===== src/rtl/bbc_wrbuf_m.sv =====
// Posted-write buffer: queues CPU lomem writes and replays them on the BBC host bus,
// one write per 2 MHz slot, with 1 MHz-region writes stretched across two slots.
module bbc_wrbuf_m #(
  parameter int          DEPTH      = 4,
  parameter logic [15:0] STRETCH_LO = 16'hFC00,
  parameter logic [15:0] STRETCH_HI = 16'hFEFF
) (
  input  logic        bbc_ck8,
  input  logic        resetb,
  input  logic        bbc_ck2_phi0,
  input  logic        wr_req,
  input  logic [15:0] wr_addr,
  input  logic [7:0]  wr_data,
  output logic        wr_full,
  output logic        wr_empty,
  output logic        wr_overflow,
  output logic [15:0] bus_addr,
  output logic [7:0]  bus_data,
  output logic        bus_data_oe,
  output logic        bus_rnw,
  output logic        bus_busy
);
  localparam int AW = $clog2(DEPTH);
  localparam logic [AW:0] DEPTH_C = (AW+1)'(DEPTH);

  typedef enum logic [1:0] {S_IDLE, S_DRIVE, S_WAIT, S_HOLD} state_t;

  state_t                     state_q, state_d;
  logic [DEPTH-1:0][15:0]     addr_mem_q, addr_mem_d;
  logic [DEPTH-1:0][7:0]      data_mem_q, data_mem_d;
  logic [DEPTH-1:0]           str_mem_q, str_mem_d;
  logic [AW-1:0]              rd_ptr_q, rd_ptr_d, wr_ptr_q, wr_ptr_d;
  logic [AW:0]                count_q, count_d;
  logic                       phi0_q, phi0_d;
  logic [1:0]                 slots_q, slots_d;
  logic [15:0]                addr_q, addr_d;
  logic [7:0]                 data_q, data_d;
  logic                       ovf_q, ovf_d;

  logic rise, fall, pop, push_ok, start;

  assign rise    = bbc_ck2_phi0 & ~phi0_q;
  assign fall    = ~bbc_ck2_phi0 & phi0_q;
  assign pop     = (state_q == S_HOLD);
  assign push_ok = wr_req & ((count_q < DEPTH_C) | pop);
  assign start   = (state_q == S_IDLE) & rise & (count_q != '0);

  always_ff @(posedge bbc_ck8 or negedge resetb) begin
    if (!resetb) begin
      state_q    <= S_IDLE;
      addr_mem_q <= '0;
      data_mem_q <= '0;
      str_mem_q  <= '0;
      rd_ptr_q   <= '0;
      wr_ptr_q   <= '0;
      count_q    <= '0;
      phi0_q     <= 1'b0;
      slots_q    <= 2'd0;
      addr_q     <= 16'h8000;
      data_q     <= 8'h00;
      ovf_q      <= 1'b0;
    end else begin
      state_q    <= state_d;
      addr_mem_q <= addr_mem_d;
      data_mem_q <= data_mem_d;
      str_mem_q  <= str_mem_d;
      rd_ptr_q   <= rd_ptr_d;
      wr_ptr_q   <= wr_ptr_d;
      count_q    <= count_d;
      phi0_q     <= phi0_d;
      slots_q    <= slots_d;
      addr_q     <= addr_d;
      data_q     <= data_d;
      ovf_q      <= ovf_d;
    end
  end

  always_comb begin
    state_d = state_q;
    case (state_q)
      S_IDLE:  if (start) state_d = S_DRIVE;
      S_DRIVE: if (fall) state_d = (slots_q == 2'd1) ? S_HOLD : S_WAIT;
      S_WAIT:  if (rise) state_d = S_DRIVE;
      S_HOLD:  state_d = S_IDLE;
      default: state_d = S_IDLE;
    endcase
  end

  always_comb begin
    addr_mem_d = addr_mem_q;
    data_mem_d = data_mem_q;
    str_mem_d  = str_mem_q;
    rd_ptr_d   = rd_ptr_q;
    wr_ptr_d   = wr_ptr_q;
    count_d    = count_q + (AW+1)'(push_ok) - (AW+1)'(pop);
    phi0_d     = bbc_ck2_phi0;
    slots_d    = slots_q;
    addr_d     = addr_q;
    data_d     = data_q;
    ovf_d      = ovf_q | (wr_req & ~push_ok);
    if (push_ok) begin
      addr_mem_d[wr_ptr_q] = wr_addr;
      data_mem_d[wr_ptr_q] = wr_data;
      str_mem_d[wr_ptr_q]  = (wr_addr >= STRETCH_LO) && (wr_addr <= STRETCH_HI);
      wr_ptr_d             = wr_ptr_q + AW'(1);
    end
    // The head entry stays in the FIFO until HOLD so wr_full/count cover the in-flight write.
    if (pop) rd_ptr_d = rd_ptr_q + AW'(1);
    if (start) begin
      addr_d  = addr_mem_q[rd_ptr_q];
      data_d  = data_mem_q[rd_ptr_q];
      slots_d = str_mem_q[rd_ptr_q] ? 2'd2 : 2'd1;
    end
    if ((state_q == S_DRIVE) && fall) slots_d = slots_q - 2'd1;
  end

  always_comb begin
    bus_addr    = addr_q;
    bus_data    = data_q;
    bus_rnw     = 1'b1;
    bus_data_oe = 1'b1;
    bus_busy    = 1'b1;
    case (state_q)
      S_IDLE: begin
        bus_addr    = 16'h8000;
        bus_data    = 8'h00;
        bus_data_oe = 1'b0;
        bus_busy    = 1'b0;
      end
      S_DRIVE: bus_rnw = 1'b0;
      default: ;
    endcase
    wr_full     = (count_q == DEPTH_C);
    wr_empty    = (count_q == '0) && (state_q == S_IDLE);
    wr_overflow = ovf_q;
  end
endmodule


===== config.mk =====
export PLATFORM = sky130hd
export DESIGN_NAME = bbc_wrbuf_m
export DESIGN_NICKNAME = d
export VERILOG_FILES = /design/src/rtl/bbc_wrbuf_m.sv
export SDC_FILE = /design/constraint.sdc
export NUM_CORES = 1
export LEC_CHECK = 0
export ABC_AREA = 1
export CORE_MARGIN = 5
export CORE_UTILIZATION = 35
export CTS_BUF_LIST = sky130_fd_sc_hd__clkbuf_2 sky130_fd_sc_hd__clkbuf_4 sky130_fd_sc_hd__clkbuf_8
export CTS_CLUSTER_DIAMETER = 60
export DETAILED_ROUTE_END_ITERATION = 8
export PLACE_DENSITY_LB_ADDON = 0.05
export SKIP_CTS_REPAIR_TIMING = 1
export SYNTH_ARGS = -nofsm -noshare
export SYNTH_HDL_FRONTEND = slang
export SYNTH_SLANG_ARGS = --single-unit

===== constraint.sdc =====
create_clock -name bbc_ck8 -period 4.1 [get_ports bbc_ck8]
set_clock_uncertainty 0.15 [all_clocks]
set_input_delay 0.82 -clock bbc_ck8 [delete_from_list [all_inputs] [get_ports bbc_ck8]]
set_output_delay 0.82 -clock bbc_ck8 [all_outputs]
set_load 0.01 [all_outputs]

; ---- Yosys cells after proc, flatten, opt, wreduce, memory -nomap -nowiden
; Cells that the tools add are included.
[word_totals]
reg_bits = 137
latch_bits = 0
ram_bits = 0
rom_bits = 0
output_inout_bits = 30
elab_cells = 84
memories = 0
[classes]
n_addsub = 5
multipliers = 0
n_div = 0
magnitude_cmp = 6
eq_ne = 8
shifts = 0
n_mux = 27
bitwise_logic = 11
reduce_logical = 9
[ops]
columns = op, n
row1 = $bwmux 64, 1
row2 = $mux 16, 3
row3 = $bmux 16 s2, 1
row4 = $bwmux 32, 1
row5 = $demux 16 s2, 1
row6 = $mux 8, 3
row7 = $bmux 8 s2, 1
row8 = $demux 8 s2, 1
row9 = $ge 16x16->1 const B, 1
row10 = $le 16x16->1 const B, 1
row11 = $mux 2, 6
row12 = $pmux 2 s4, 1
row13 = $and 1x1->1, 6
row14 = $lt 2x3->1 const B, 2
row15 = $ne 2x2->1 const B, 3
row16 = $mux 1, 5
row17 = $add 2x1->2 const B, 2
row18 = $bwmux 4, 1
row19 = $eq 2x1->1 const B, 2
row20 = $eq 2x2->1 const B, 2
row21 = $logic_and 1x1->1, 4
row22 = $add 3x1->3, 1
row23 = $eq 3x3->1 const B, 1
row24 = $logic_not 3->1, 1
row25 = other kinds (12), 15

; ---- Depth between registers and ports, before layout
[depth]
ltp_word = 6
mapped_depth = 11
depth_no_buf = 10

; ---- Least setup slack after synthesis
; No wires, ideal clock.
[synth_path]
kind = input to register
start = input port wr_req
end = register count_q[2]
arrival_ns = 2.165
t_required_ns = 3.821
slack_ns = 1.656
cell_stages = 9
n_path_buf = 1
path_cell_list = nand2_1 buf_2 ha_1 inv_1 ha_1 inv_1 fa_1 xnor2_1 xor2_1
[synth_between]
elab_chain_len = 3
[synth_lines]
columns = element, line
row1 = "start, declared", 11  ; input logic wr_req,
row2 = $and 1x1->1, 45  ; assign push_ok = wr_req & ((count_q < DEPTH_C) | pop);
row3 = $add 3x1->3, 95  ; count_d = count_q + (AW+1)'(push_ok) - (AW+1)'(pop);
row4 = $sub 3x1->3, 95
row5 = net count_d[2], 33  ; logic [AW:0] count_q, count_d;
row6 = "end signal, assigned", 69  ; count_q <= count_d;
row7 = "end, declared", 33
; The timed path passes the listed nets, and every way through them passes these cells.
; A chain may end at the register's enable or synchronous reset.

; ---- Final worst setup path
[layout_path]
start = register state_q[0]
end = output port bus_data[4]
[layout_between]
elab_chain_len = 2
[layout_lines]
columns = element, line
row1 = "start, declared", 28  ; state_t state_q, state_d;
row2 = "start signal, assigned", 63  ; state_q <= state_d;
row3 = $logic_not 2->1, 123  ; case (state_q)
row4 = $mux 8, 123
row5 = "end, declared", 18  ; output logic [7:0] bus_data,
; No other way between the ends.

==> results.txt <==
status -> finished clean
Max Cap Viol -> 0
Seq cells post-synth -> 137
Tmin final -> 3187 ps
Peak Freq -> 0.3137 GHz
most used cell, CP -> inv_1
io pins -> 58
Post-Synthesis Cells -> 769
PortBufs -> 57
final non-filler cell total -> 1049
critical path, cell by cell -> inv_1, nand2_1, inv_1, buf_4, nor2_1, clkdlybuf4s50_1
number of synthesized flops with an enable pin -> 0
prevailing post-synth register cell -> dfrtp_1
Critical Path Source Type -> flop
slew at the pin closest to its max-slew limit -> 1129 ps
DP Area -> 0.006965 sq mm
reg-to-reg setup timing slack -> 1660 ps
Sw Pwr -> 2.190 mW
vias in the first global route -> 4769
number of library cell types mapped by synthesis -> 26
Pwr Density -> 776.2 mW/mm^2
Slew Viols, Final -> 0
cell taking the most area after synthesis -> dfrtp_1
antenna-violating nets left -> 0
Critical Setup Path Class -> flop to primary output
H-Tree Depth -> 4
slowest stage delay, CP -> 480 ps
Total GRT Usage -> 15.98%
Tot Pwr -> 5.771 mW
CTS tree -> built
Internal Power -> 3.580 mW
mux share of post-synthesis cell area -> 0%
synthesized area -> 0.006241 sq mm
VDD IR max -> 0.0003110 V
Post-Synth Adder-Cell Area -> 1.724%
xor/xnor cell area share of the yosys netlist -> 0.5613%
delay-heaviest family, CP -> buffers and inverters
DR iter-0 viols -> 391
combinational power share -> 39.0%
worst endpoint required time -> 3130 ps
final wirelength -> 15560 um
commonest non-fill, non-tap cell in the layout -> nand2_1
vias per std cell -> 4.751
# placed instances -> 1018
Final period util -> 77.74%
sequential share of power -> 38.6%
synth warn -> 0
via count -> 4984
FFs w/ async S/R, synth -> 100.0%
routed length per instance -> 14.83 um
row cnt -> 48
LEAKAGE -> 3.675 nW
Final Hold Fails -> 0
CTS Buf Count -> 17
layout overhead on the synthesized area -> 19.13%
first-pass GRT wire length -> 25500 um
max_slew headroom -> 24.76%
multi-input combinational cell area -> 0.002276 sq mm
Core Box Area -> 0.01742 sq mm
Setup TNS -> 0 ps
syn avg cell area -> 8.116 sq um
main combinational cell family by area after synthesis -> simple AND/OR/NAND/NOR gates
Synth Net Count -> 805
Die W -> 143.5 um
most frequent cells in the layout -> nand2_1, o21ai_0, dfrtp_1, inv_1, nor2_1
crit path max fanout -> 14
post-DP HPWL -> 9555 um
Clock transition at path regs -> 80 ps
Critical path buffers and inverters -> 4
crit path DAT -> 2220 ps
slowest CP cell -> clkdlybuf4s50_1
Sink Count -> 137
share of layout cells above drive strength 1 -> 6.068%
Clock power frac -> 22.4%
Synth area leaders -> dfrtp_1, nand2_1, o21ai_0
register area -> 0.003431 sq mm
worst hold-check path type -> flop to flop
post-synthesis sequential area ratio -> 54.95%
die height -> 143.5 um
Simple-Gate Fraction of Synth Area -> 19.49%
Initial Utilization -> 35.83%
Layout Utilization -> 42.69%
DRC viols -> 0
design area -> 0.007435 sq mm
GP Congestion -> 0.7671
RSZ-0062 raised after global routing -> false
largest net degree at the start of global routing -> 121
switching share of power -> 37.96%
drt first pass iters -> 5
Antenna Diode Count -> 0
DIE AREA -> 0.02060 sq mm
initial antenna violation count -> 0
endpoints failing setup -> 0
GR Overflow Total -> 0
clock root cell -> clkbuf_8
Synth top area share -> 54.53%
worst skew pair latency -> 440 ps
# fillers -> 1833
Nets -> 848
CP Capture Type -> primary output
Max Root-Sink Buffers -> 2
Synth Area in Compound Gates -> 14.70%
power by group through the flow:
stage | logic [mW] | registers (mW) | clock network [mW]
finish | 2.25 | 2.23 | 1.29
global route | 2.58 | 2.30 | 1.40
CTS | 2.28 | 2.23 | 1.34
detailed placement | 2.26 | 2.25 | 0
global placement | 2.24 | 2.24 | 0
floorplan | 1.49 | 2.17 | 0
final timing paths:
check / cells after the start / startpoint / endpoint
max in group asynchronous: 2 / resetb / addr_q[15]
worst max-delay path: 6 / state_q[0] / bus_data[4]
worst min register to register: 2 / addr_q[15] / addr_q[15]
worst min-delay path: 2 / addr_q[15] / addr_q[15]
min in group asynchronous: 1 / resetb / addr_mem_q[57]
worst max register to register: 10 / state_q[1] / count_q[2]
flip-flops by register name, summed over array words and instances (netlist names):
signal,flops
addr_mem_q,64
addr_q,16
count_q,3
data_mem_q,32
data_q,8
phi0_q,1
rd_ptr_q,2
slots_q,2
state_q,2
str_mem_q,4
wr_overflow,1
wr_ptr_q,2
cells by family (layout without fill, tap and decap cells):
| logic type | Yosys count | count (layout) |
|---|---|---|
| AOI/OAI and AO/OA | 172 | 172 |
| buffers and inverters | 131 | 186 |
| DFF | 137 | 137 |
| adders and majority gates | 8 | 8 |
| xor gates and xnor gates | 4 | 4 |
| and+or+nand+nor | 317 | 317 |
metal layers:
| layer | vias to the layer above | track usage [%] | share of wire (%) |
|---|---|---|---|
| li1 | 2496 | - | - |
| met1 | 2375 | 24.12 | 51 |
| met2 | 98 | 23.06 | 43 |
| met3 | 15 | 3.328 | 4.6 |
| met4 | 0 | 4.906 | 0.95 |
| met5 | - | 0 | 0 |
worst register-to-register path, stage by stage (launching register included):
cell	delay [ps]
dfrtp_1	420
nand2_2	130
nand2_1	100
nand2_1	260
ha_1	390
inv_1	60
ha_1	130
inv_1	40
fa_1	370
xnor2_1	140
xor2_1	140
final cells by class:
cell class                      count  area share (%)
Sequential cell                   137           46.15
Multi-Input combinational cell    501           30.61
Timing Repair Buffer               67           8.701
Inverter                           88           4.443
Clock buffer                       23           4.090
Tap cell                          225           3.787
Clock inverter                      8           2.221
through the flow:
| stage | setup slack (ps) | hold WS (ps) |
|---|---|---|
| 2_1_floorplan | 1656 | 292.2 |
| 3_3_place_gp | 1032 | 307.9 |
| 3_5_place_dp | 968.1 | 315.8 |
| 4_1_cts | 841.9 | 328.1 |
| 5_1_grt | 692.1 | 337.4 |
| 6_report | 912.6 | 324.5 |
cells in the mapped netlist (2+ instances only):
cell,instances
buf_2,14
buf_6,3
clkbuf_1,25
dfrtp_1,136
ha_1,7
inv_1,87
nand2_1,231
nand2_2,2
nand3_1,7
nor2_1,72
o211ai_1,17
o21ai_0,143
o21ai_1,10
xor2_1,3
No activity file was read; power rests on OpenSTA's default activity.
